### src/rtl/count_cmd_sequencer.sv
// count_cmd_sequencer
//   Command sequencer for a loadable up/down counter (range MIN_VAL..MAX_VAL).
//   Commands (LOAD/UP/DOWN/HOLD) arrive on a valid/ready handshake. The
//   sequencer drives the counter's active-low load, data_in and up_down
//   inputs every cycle. It tracks a shadow of the counter value so the
//   counter can be reloaded with its own value whenever no command runs.
// Ports
//   clock, reset     : rising-edge clock, synchronous active-high reset
//   cmd_valid/ready  : command handshake (ready only while idle)
//   cmd_op           : 00 LOAD, 01 UP, 10 DOWN, 11 HOLD
//   cmd_data         : LOAD value
//   cmd_steps        : cycle count for UP/DOWN/HOLD (0 behaves as 1)
//   load, data_in,
//   up_down          : registered counter controls
//   shadow_count     : expected counter value after the current edge
//   done, cmd_err    : one-cycle completion / rejection pulses
module count_cmd_sequencer #(
  parameter int WIDTH   = 4,
  parameter int MIN_VAL = 2,
  parameter int MAX_VAL = 10,
  parameter int STEP_W  = 8
) (
  input  logic              clock,
  input  logic              reset,
  input  logic              cmd_valid,
  output logic              cmd_ready,
  input  logic [1:0]        cmd_op,
  input  logic [WIDTH-1:0]  cmd_data,
  input  logic [STEP_W-1:0] cmd_steps,
  output logic              load,
  output logic [WIDTH-1:0]  data_in,
  output logic              up_down,
  output logic [WIDTH-1:0]  shadow_count,
  output logic              done,
  output logic              cmd_err
);

  typedef enum logic [1:0] {S_IDLE, S_LOAD, S_RUN, S_HOLD} state_t;

  localparam logic [WIDTH:0]    MIN_X = (WIDTH+1)'(MIN_VAL);
  localparam logic [WIDTH:0]    MAX_X = (WIDTH+1)'(MAX_VAL);
  localparam logic [WIDTH-1:0]  MIN_W = WIDTH'(MIN_VAL);
  localparam logic [WIDTH-1:0]  MAX_W = WIDTH'(MAX_VAL);
  localparam logic [STEP_W-1:0] ONE_S = STEP_W'(1);

  // Wrap arithmetic is done one bit wider so MAX_VAL+1 and 0-1 cannot alias.
  function automatic logic [WIDTH-1:0] wrap_inc(input logic [WIDTH-1:0] v);
    logic [WIDTH:0] s;
    s = {1'b0, v} + (WIDTH+1)'(1);
    if (s > MAX_X) return MIN_W;
    return s[WIDTH-1:0];
  endfunction

  function automatic logic [WIDTH-1:0] wrap_dec(input logic [WIDTH-1:0] v);
    logic [WIDTH:0] s;
    s = {1'b0, v} - (WIDTH+1)'(1);
    if ((s < MIN_X) || (s > MAX_X)) return MAX_W;
    return s[WIDTH-1:0];
  endfunction

  function automatic logic in_range(input logic [WIDTH-1:0] v);
    return ({1'b0, v} >= MIN_X) && ({1'b0, v} <= MAX_X);
  endfunction

  state_t              state, state_n;
  logic [STEP_W-1:0]   steps_left, steps_n, steps_eff;
  logic [WIDTH-1:0]    shadow_n, data_n;
  logic                load_n, ud_n, ready_n, done_n, err_n;

  assign steps_eff = (cmd_steps == '0) ? ONE_S : cmd_steps;

  always_comb begin
    state_n  = state;
    steps_n  = steps_left;
    shadow_n = shadow_count;
    load_n   = load;
    data_n   = data_in;
    ud_n     = up_down;
    ready_n  = cmd_ready;
    done_n   = 1'b0;
    err_n    = 1'b0;
    case (state)
      S_IDLE: begin
        // Idle: reload the counter with its own value so it stays put.
        load_n  = 1'b0;
        data_n  = shadow_count;
        ready_n = 1'b1;
        if (cmd_valid) begin
          case (cmd_op)
            2'b00: begin
              if (in_range(cmd_data)) begin
                state_n = S_LOAD;
                data_n  = cmd_data;
                ready_n = 1'b0;
              end else begin
                err_n = 1'b1;
              end
            end
            2'b01, 2'b10: begin
              state_n = S_RUN;
              steps_n = steps_eff;
              load_n  = 1'b1;
              ud_n    = (cmd_op == 2'b01);
              ready_n = 1'b0;
            end
            default: begin
              state_n = S_HOLD;
              steps_n = steps_eff;
              ready_n = 1'b0;
            end
          endcase
        end
      end
      S_LOAD: begin
        // data_in still carries the accepted load value this cycle.
        shadow_n = data_in;
        state_n  = S_IDLE;
        done_n   = 1'b1;
        ready_n  = 1'b1;
        load_n   = 1'b0;
      end
      S_RUN: begin
        shadow_n = up_down ? wrap_inc(shadow_count) : wrap_dec(shadow_count);
        if (steps_left == ONE_S) begin
          state_n = S_IDLE;
          done_n  = 1'b1;
          ready_n = 1'b1;
          load_n  = 1'b0;
          data_n  = shadow_n;
        end else begin
          steps_n = steps_left - ONE_S;
        end
      end
      default: begin
        load_n = 1'b0;
        data_n = shadow_count;
        if (steps_left == ONE_S) begin
          state_n = S_IDLE;
          done_n  = 1'b1;
          ready_n = 1'b1;
        end else begin
          steps_n = steps_left - ONE_S;
        end
      end
    endcase
  end

  always_ff @(posedge clock) begin
    if (reset) begin
      state        <= S_IDLE;
      steps_left   <= '0;
      shadow_count <= MIN_W;
      load         <= 1'b0;
      data_in      <= MIN_W;
      up_down      <= 1'b1;
      cmd_ready    <= 1'b1;
      done         <= 1'b0;
      cmd_err      <= 1'b0;
    end else begin
      state        <= state_n;
      steps_left   <= steps_n;
      shadow_count <= shadow_n;
      load         <= load_n;
      data_in      <= data_n;
      up_down      <= ud_n;
      cmd_ready    <= ready_n;
      done         <= done_n;
      cmd_err      <= err_n;
    end
  end

endmodule

### config.mk
export PLATFORM = sky130hd
export DESIGN_NAME = count_cmd_sequencer
export DESIGN_NICKNAME = d
export VERILOG_FILES = /design/src/rtl/count_cmd_sequencer.sv
export SDC_FILE = /design/constraint.sdc
export NUM_CORES = 1
export LEC_CHECK = 0
export CAP_MARGIN = 20
export CELL_PAD_IN_SITES_DETAIL_PLACEMENT = 1
export CELL_PAD_IN_SITES_GLOBAL_PLACEMENT = 2
export CORE_MARGIN = 2
export CORE_UTILIZATION = 30
export CTS_BUF_LIST = sky130_fd_sc_hd__clkbuf_8 sky130_fd_sc_hd__clkbuf_16
export CTS_CLUSTER_SIZE = 40
export DETAILED_ROUTE_END_ITERATION = 10
export PLACE_DENSITY_LB_ADDON = 0.1
export SLEW_MARGIN = 40
export SYNTH_ARGS = -nofsm -noshare
export SYNTH_HDL_FRONTEND = slang
export SYNTH_SLANG_ARGS = --single-unit
### constraint.sdc
create_clock -name clock -period 2.6 [get_ports clock]
set_clock_uncertainty 0.1 [all_clocks]
set_input_delay 0.26 -clock clock [delete_from_list [all_inputs] [get_ports clock]]
set_output_delay 0.26 -clock clock [all_outputs]
set_load 0.01 [all_outputs]
==> results_dict.tcl, run 1 <==
set metrics [dict create \
    highest_layer "met4" \
    drive_gt1_frac 0.0755 \
    wirelength_um 5190 \
    antenna_found_initial 0 \
    numCtsBuffers 3 \
    drt_iter0_drc 58 \
    ios 30 \
    yosys_warnings 0 \
    yosys-mux-area-fraction 0.0114 \
    drc 0 \
    irDropWorstVdd_mv 0.242 \
    die_w_um 80.5 \
    holdWs_ns 0.410 \
    period_share 0.907 \
    route.met2.wl_um 2240 \
    synthAdderAreaFrac 0.0784 \
    wl_met1_um 2790 \
    synth_top_family_by_area "compound AO/OA/AOI/OAI gates" \
    cp.arrival_ns 2.44 \
    hp-start "load$_SDFFE_PP0P_" \
    multiInputGateArea_um2 1170 \
    vias 1791 \
    regToRegStartpoint "shadow_count[1]$_SDFFE_PP1P_" \
    worstMarginPinSlew_ns 0.681 \
    grt_pass1_wl_um 8540 \
    cp.required_ns 2.68 \
    grt_pass1_vias 1694 \
    die_h_um 80.5 \
    hold_path.class "reg2reg" \
    slew_viol_final 0 \
    grtUsageTotal 0.166 \
    setup_viol 0 \
    ctsHoldBuffers 0 \
    setup_tns_ns 0 \
    cp-end-kind "register" \
    drv_cap 0 \
    final-hold-violation-count 0 \
    overflow 0 \
    synth-simple-area-share 0.269 \
    coreArea_um2 5570 \
    synth_nets 265 \
    num_rows 27 \
    synthCells 237 \
    synthArstFlopShare 0 \
    synth-compound-area-share 0.295 \
    syn_to_final_growth_pct 24.4 \
    start_kind "register" \
    dp_hpwl_um 3940 \
    rsz0062_at_grt "false" \
    nets 294 \
    drt-vias-per-instance 5.31 \
    dpl.cell_count 333 \
    leakage_nw 0.847 \
    status "finished clean" \
    finalCoreUtilization 0.392 \
    ys_seq_area_frac 0.262 \
    port_buffers 29 \
    yosysUniqueCellTypes 56 \
    p_per_area_nw_per_um2 574 \
    clk_pin_slew_worst_paths_ns 0.09 \
    cts_tree "built" \
    regArea_um2 460 \
    cts_max_level 1 \
    wire_per_inst_um 15.4 \
    postCtsSetupBuffers 0 \
    initial_utilization 0.315 \
    relSlewSlack 0.542 \
    cp-startpoint "shadow_count[1]$_SDFFE_PP1P_" \
    finalCriticalPeriod_ns 2.36 \
    ctsResizeCount 0 \
    final_cell_count_no_fill 337 \
    grt_start_max_net_pins 21 \
    first_pass_iters 4 \
    clkLatencyLatePin_ns 0.26 \
    nFillCells 713 \
    gp_congestion 0.743 \
    ys_seq_elements 23 \
    antenna-diode-count 0 \
    clockBufferDepth 2 \
    syn_area_per_cell_um2 7.41 \
    wl_met3_um 132 \
    crit_fanout 9 \
    path_class "reg2reg" \
    ant_nets 0 \
    fmax_ghz 0.424 \
    design.die.area_um2 6480 \
    ys.flop_type "dfxtp_1" \
    numClockSinks 23 \
    synth_edf_count 0 \
    cts_root_buf "clkbuf_8" \
    synth_xor_area_frac 0.0150 \
    syn_area_um2 1760 \
]
final cells by class:
class                           count  share of cell area
Clock buffer                        3              0.0189
Clock inverter                      1             0.00172
Inverter                           15              0.0258
Multi-Input combinational cell    185               0.538
Sequential cell                    23               0.211
Tap cell                           72              0.0413
Timing Repair Buffer               38               0.164
per-stage QoR:
stage                     cell area, um2  setup WS (ns)  power (mW)
after floorplan                     1760          0.364       0.837
after global placement              2140          0.208        1.03
after detailed placement            2140          0.119        1.04
after CTS                           2180          0.255        1.27
after global routing                2180         0.0785        1.36
final                               2180          0.241        1.25
cells in the final DEF, fill, tap and decap left out, types with 5 or more instances in the layout:
master / instances
buf_4: 9
nor3_1: 13
nand2b_1: 5
inv_1: 16
nor2_1: 26
dfxtp_1: 23
nand2_1: 21
ha_1: 11
clkdlybuf4s50_1: 29
a21oi_1: 18
o21ai_0: 15
layer usage:
metal  up-vias  track usage
met3         2       0.0292
met4         0       0.0254
met2        20        0.251
met1       854        0.249
met5         -            0
li1        915            -
path summary, 6_finish.rpt:
kind	depth (start not counted)	endpoint	slack, ns
setup / recovery	8	data_in[0]$_SDFFE_PP0P_	0.24
hold / removal	2	load$_SDFFE_PP0P_	0.41
setup reg to reg	8	data_in[0]$_SDFFE_PP0P_	0.24
hold reg to reg	2	load$_SDFFE_PP0P_	0.41
registers in the layout, summed over array words and instances, names as in the netlist:
name and cells:
cmd_err 1, steps_left 8, state 2, cmd_ready 1
done 1, load 1, data_in 4, up_down 1
shadow_count 4
worst max-delay path, stage by stage (launching register included):
cell and delay [ns]:
dfxtp_1 0.49, inv_1 0.11, ha_1 0.41, nor3b_1 0.19, o21ai_1 0.18, a21boi_2 0.09
nor3_1 0.28, o211ai_1 0.17, a311oi_1 0.27
where the power goes:
group	internal, mW	switching, mW	total (mW)	leakage, nW
Clock	0.106	0.120	0.225	0.0269
Combinational	0.248	0.308	0.556	0.631
Sequential	0.400	0.0715	0.472	0.189
synthesized netlist by cell type, types with 2 or more instances:
cell | n | area share
nor2_1 | 26 | 0.056
dfxtp_1 | 23 | 0.26
nand2_1 | 21 | 0.045
a21oi_1 | 18 | 0.051
inv_1 | 15 | 0.032
o21ai_0 | 15 | 0.043
nor3_1 | 13 | 0.037
ha_1 | 11 | 0.078
clkbuf_1 | 7 | 0.015
nand2b_1 | 5 | 0.018
a31oi_1 | 4 | 0.014
buf_2 | 4 | 0.011
nand3_1 | 4 | 0.011
o41ai_1 | 4 | 0.020
a211oi_1 | 3 | 0.013
and3_1 | 3 | 0.011
nand3b_1 | 3 | 0.013
nor3b_1 | 3 | 0.013
xor2_1 | 3 | 0.015
a21oi_2 | 2 | 0.010
a311oi_1 | 2 | 0.010
a41oi_1 | 2 | 0.010
and2_1 | 2 | 0.0071
buf_1 | 2 | 0.0043
mux2i_1 | 2 | 0.011
nor2b_1 | 2 | 0.0071
nor4_1 | 2 | 0.0071
o211ai_1 | 2 | 0.0086
o21a_1 | 2 | 0.0086
o22ai_1 | 2 | 0.0071
o311ai_0 | 2 | 0.010
o31ai_1 | 2 | 0.0086
or3_1 | 2 | 0.0071
or4_1 | 2 | 0.0086
logic make-up (layout without fill, tap and decap cells):
family,after synthesis,in the layout
xor+xnor,3,3
simple gates,93,93
mux,2,2
fa+ha+maj,11,11
flops,23,23
compound gates,76,76
buf+inv,29,57
No activity file was read; power rests on OpenSTA's default activity.
==> run 2, diff against run 1 <==
--- a/config.mk
+++ b/config.mk
@@ -9,10 +9,11 @@
 export CELL_PAD_IN_SITES_DETAIL_PLACEMENT = 1
 export CELL_PAD_IN_SITES_GLOBAL_PLACEMENT = 2
 export CORE_MARGIN = 2
-export CORE_UTILIZATION = 30
+export CORE_UTILIZATION = 36
 export CTS_BUF_LIST = sky130_fd_sc_hd__clkbuf_8 sky130_fd_sc_hd__clkbuf_16
 export CTS_CLUSTER_SIZE = 40
 export DETAILED_ROUTE_END_ITERATION = 10
+export DONT_BUFFER_PORTS = 1
 export PLACE_DENSITY_LB_ADDON = 0.1
 export SLEW_MARGIN = 40
 export SYNTH_ARGS = -nofsm -noshare
==> results_dict.tcl, run 2 (synthesized netlist as in run 1, its figures left out) <==
set metrics [dict create \
    status "finished clean" \
    cts_tree "built" \
    die_h_um 73.8 \
    cp-end-kind "register" \
    regToRegStartpoint "shadow_count[0]$_SDFFE_PP0P_" \
    hp-start "reset" \
    nFillCells 590 \
    drt_iter0_drc 103 \
    coreArea_um2 4720 \
    drc 0 \
    fmax_ghz 0.448 \
    grt_pass1_vias 1803 \
    largestRegisters "steps_left (8), data_in (4), shadow_count (4)" \
    drt-vias-per-instance 5.73 \
    port_buffers 0 \
    drv_cap 0 \
    cp-startpoint "shadow_count[0]$_SDFFE_PP0P_" \
    cp.required_ns 2.68 \
    gp_congestion 0.806 \
    antenna_found_initial 0 \
    grtUsageTotal 0.199 \
    syn_to_final_growth_pct 6.84 \
    cts_max_level 1 \
    cp.arrival_ns 2.31 \
    irDropWorstVdd_mv 0.254 \
    largest_register "steps_left" \
    period_share 0.858 \
    nets 263 \
    ios 30 \
    highest_layer "met4" \
    dp_hpwl_um 3870 \
    grt_pass1_wl_um 8540 \
    final-hold-violation-count 0 \
    drive_gt1_frac 0.0769 \
    wl_met3_um 196 \
    design.die.area_um2 5450 \
    num_rows 25 \
    layout_common_cells "nor2_1 (26), dfxtp_1 (23), nand2_1 (21)" \
    wl_met1_um 2280 \
    slew_viol_final 0 \
    leakage_nw 0.725 \
    wire_per_inst_um 17.1 \
    overflow 0 \
    numClockSinks 23 \
    setup_viol 0 \
    finalCriticalPeriod_ns 2.23 \
    route.met2.wl_um 2610 \
    clk_pin_slew_worst_paths_ns 0.09 \
    setup_tns_ns 0 \
    grt_start_max_net_pins 28 \
    first_pass_iters 4 \
    crit_fanout 9 \
    ant_nets 0 \
    numCtsBuffers 3 \
    rsz0062_at_grt "false" \
    vias 1726 \
    holdWs_ns 0.109 \
    largest_register_ffs 8 \
    clockBufferDepth 2 \
    clkLatencyLatePin_ns 0.27 \
    initial_utilization 0.372 \
    cts_root_buf "clkbuf_8" \
    hold_path.class "in2reg" \
    final_common_cell "nor2_1" \
    die_w_um 73.8 \
    p_per_area_nw_per_um2 632 \
    relSlewSlack 0.511 \
    wirelength_um 5160 \
    start_kind "register" \
    worstMarginPinSlew_ns 0.727 \
    total_power_mw 1.19 \
    antenna-diode-count 0 \
    ctsResizeCount 0 \
    path_class "reg2reg" \
]
run 2: cell types whose count changed in the layout (fill, tap and decap cells not counted), sizes merged:
cell	change
clkdlybuf4s50	-29
dlygate4sd3	+1
inv	-1
buf	-3
clkinv	+1
run 2: report_power, final:
part           switching, mW  internal [mW]
logic                  0.294          0.186
registers             0.0709          0.400
clock network          0.127          0.107
run 2: area by class of cell:
class / instances / area, um2 / share of cell area
Inverter: 15 / 56.3 / 0.0300
Multi-Input combinational cell: 185 / 1170 / 0.626
Timing Repair Buffer: 7 / 55.1 / 0.0294
Clock buffer: 3 / 41.3 / 0.0220
Clock inverter: 1 / 5.00 / 0.00267
Tap cell: 67 / 83.8 / 0.0447
Sequential cell: 23 / 460 / 0.245
run 2: metal layers:
metal / GRT usage / vias to the layer above
met5: 0 / -
met4: 0.0444 / 0
met3: 0.0343 / 6
met2: 0.363 / 31
met1: 0.242 / 835
li1: - / 854
run 2: worst max-delay path, cell delays in order, from the launching register on:
cell and delay, ns:
dfxtp_1 0.34, inv_1 0.07, ha_1 0.39, nor3b_1 0.19, o21ai_1 0.17, a21boi_2 0.09, nor3_1 0.34, o211ai_1 0.19
a311oi_1 0.27
run 2: final timing paths:
check	to	slack, ns	cells past startpoint
min reg2reg	steps_left[5]$_SDFFE_PP0P_	0.43	2
min	data_in[1]$_SDFFE_PP1P_	0.11	2
max reg2reg	shadow_count[0]$_SDFFE_PP0P_	0.37	8
max	shadow_count[0]$_SDFFE_PP0P_	0.37	8
run 2: stage by stage:
step / utilization / std cells / worst slack (ns) / instance area [um2]
2_1_floorplan: - / 237 / 0.364 / 1760
3_3_place_gp: 0.385 / 296 / 0.436 / 1820
3_5_place_dp: 0.385 / 296 / 0.348 / 1820
4_1_cts: 0.397 / 301 / 0.318 / 1880
5_1_grt: 0.397 / 301 / 0.149 / 1880
6_report: 0.397 / 301 / 0.368 / 1880
run 2: what timing repair did:
| action | 4_1_cts | 5_1_grt |
|---|---|---|
| hold buffers | 1 | 0 |
| buffers inserted | 0 | 0 |
| endpoints found under the hold margin | 16 | 0 |
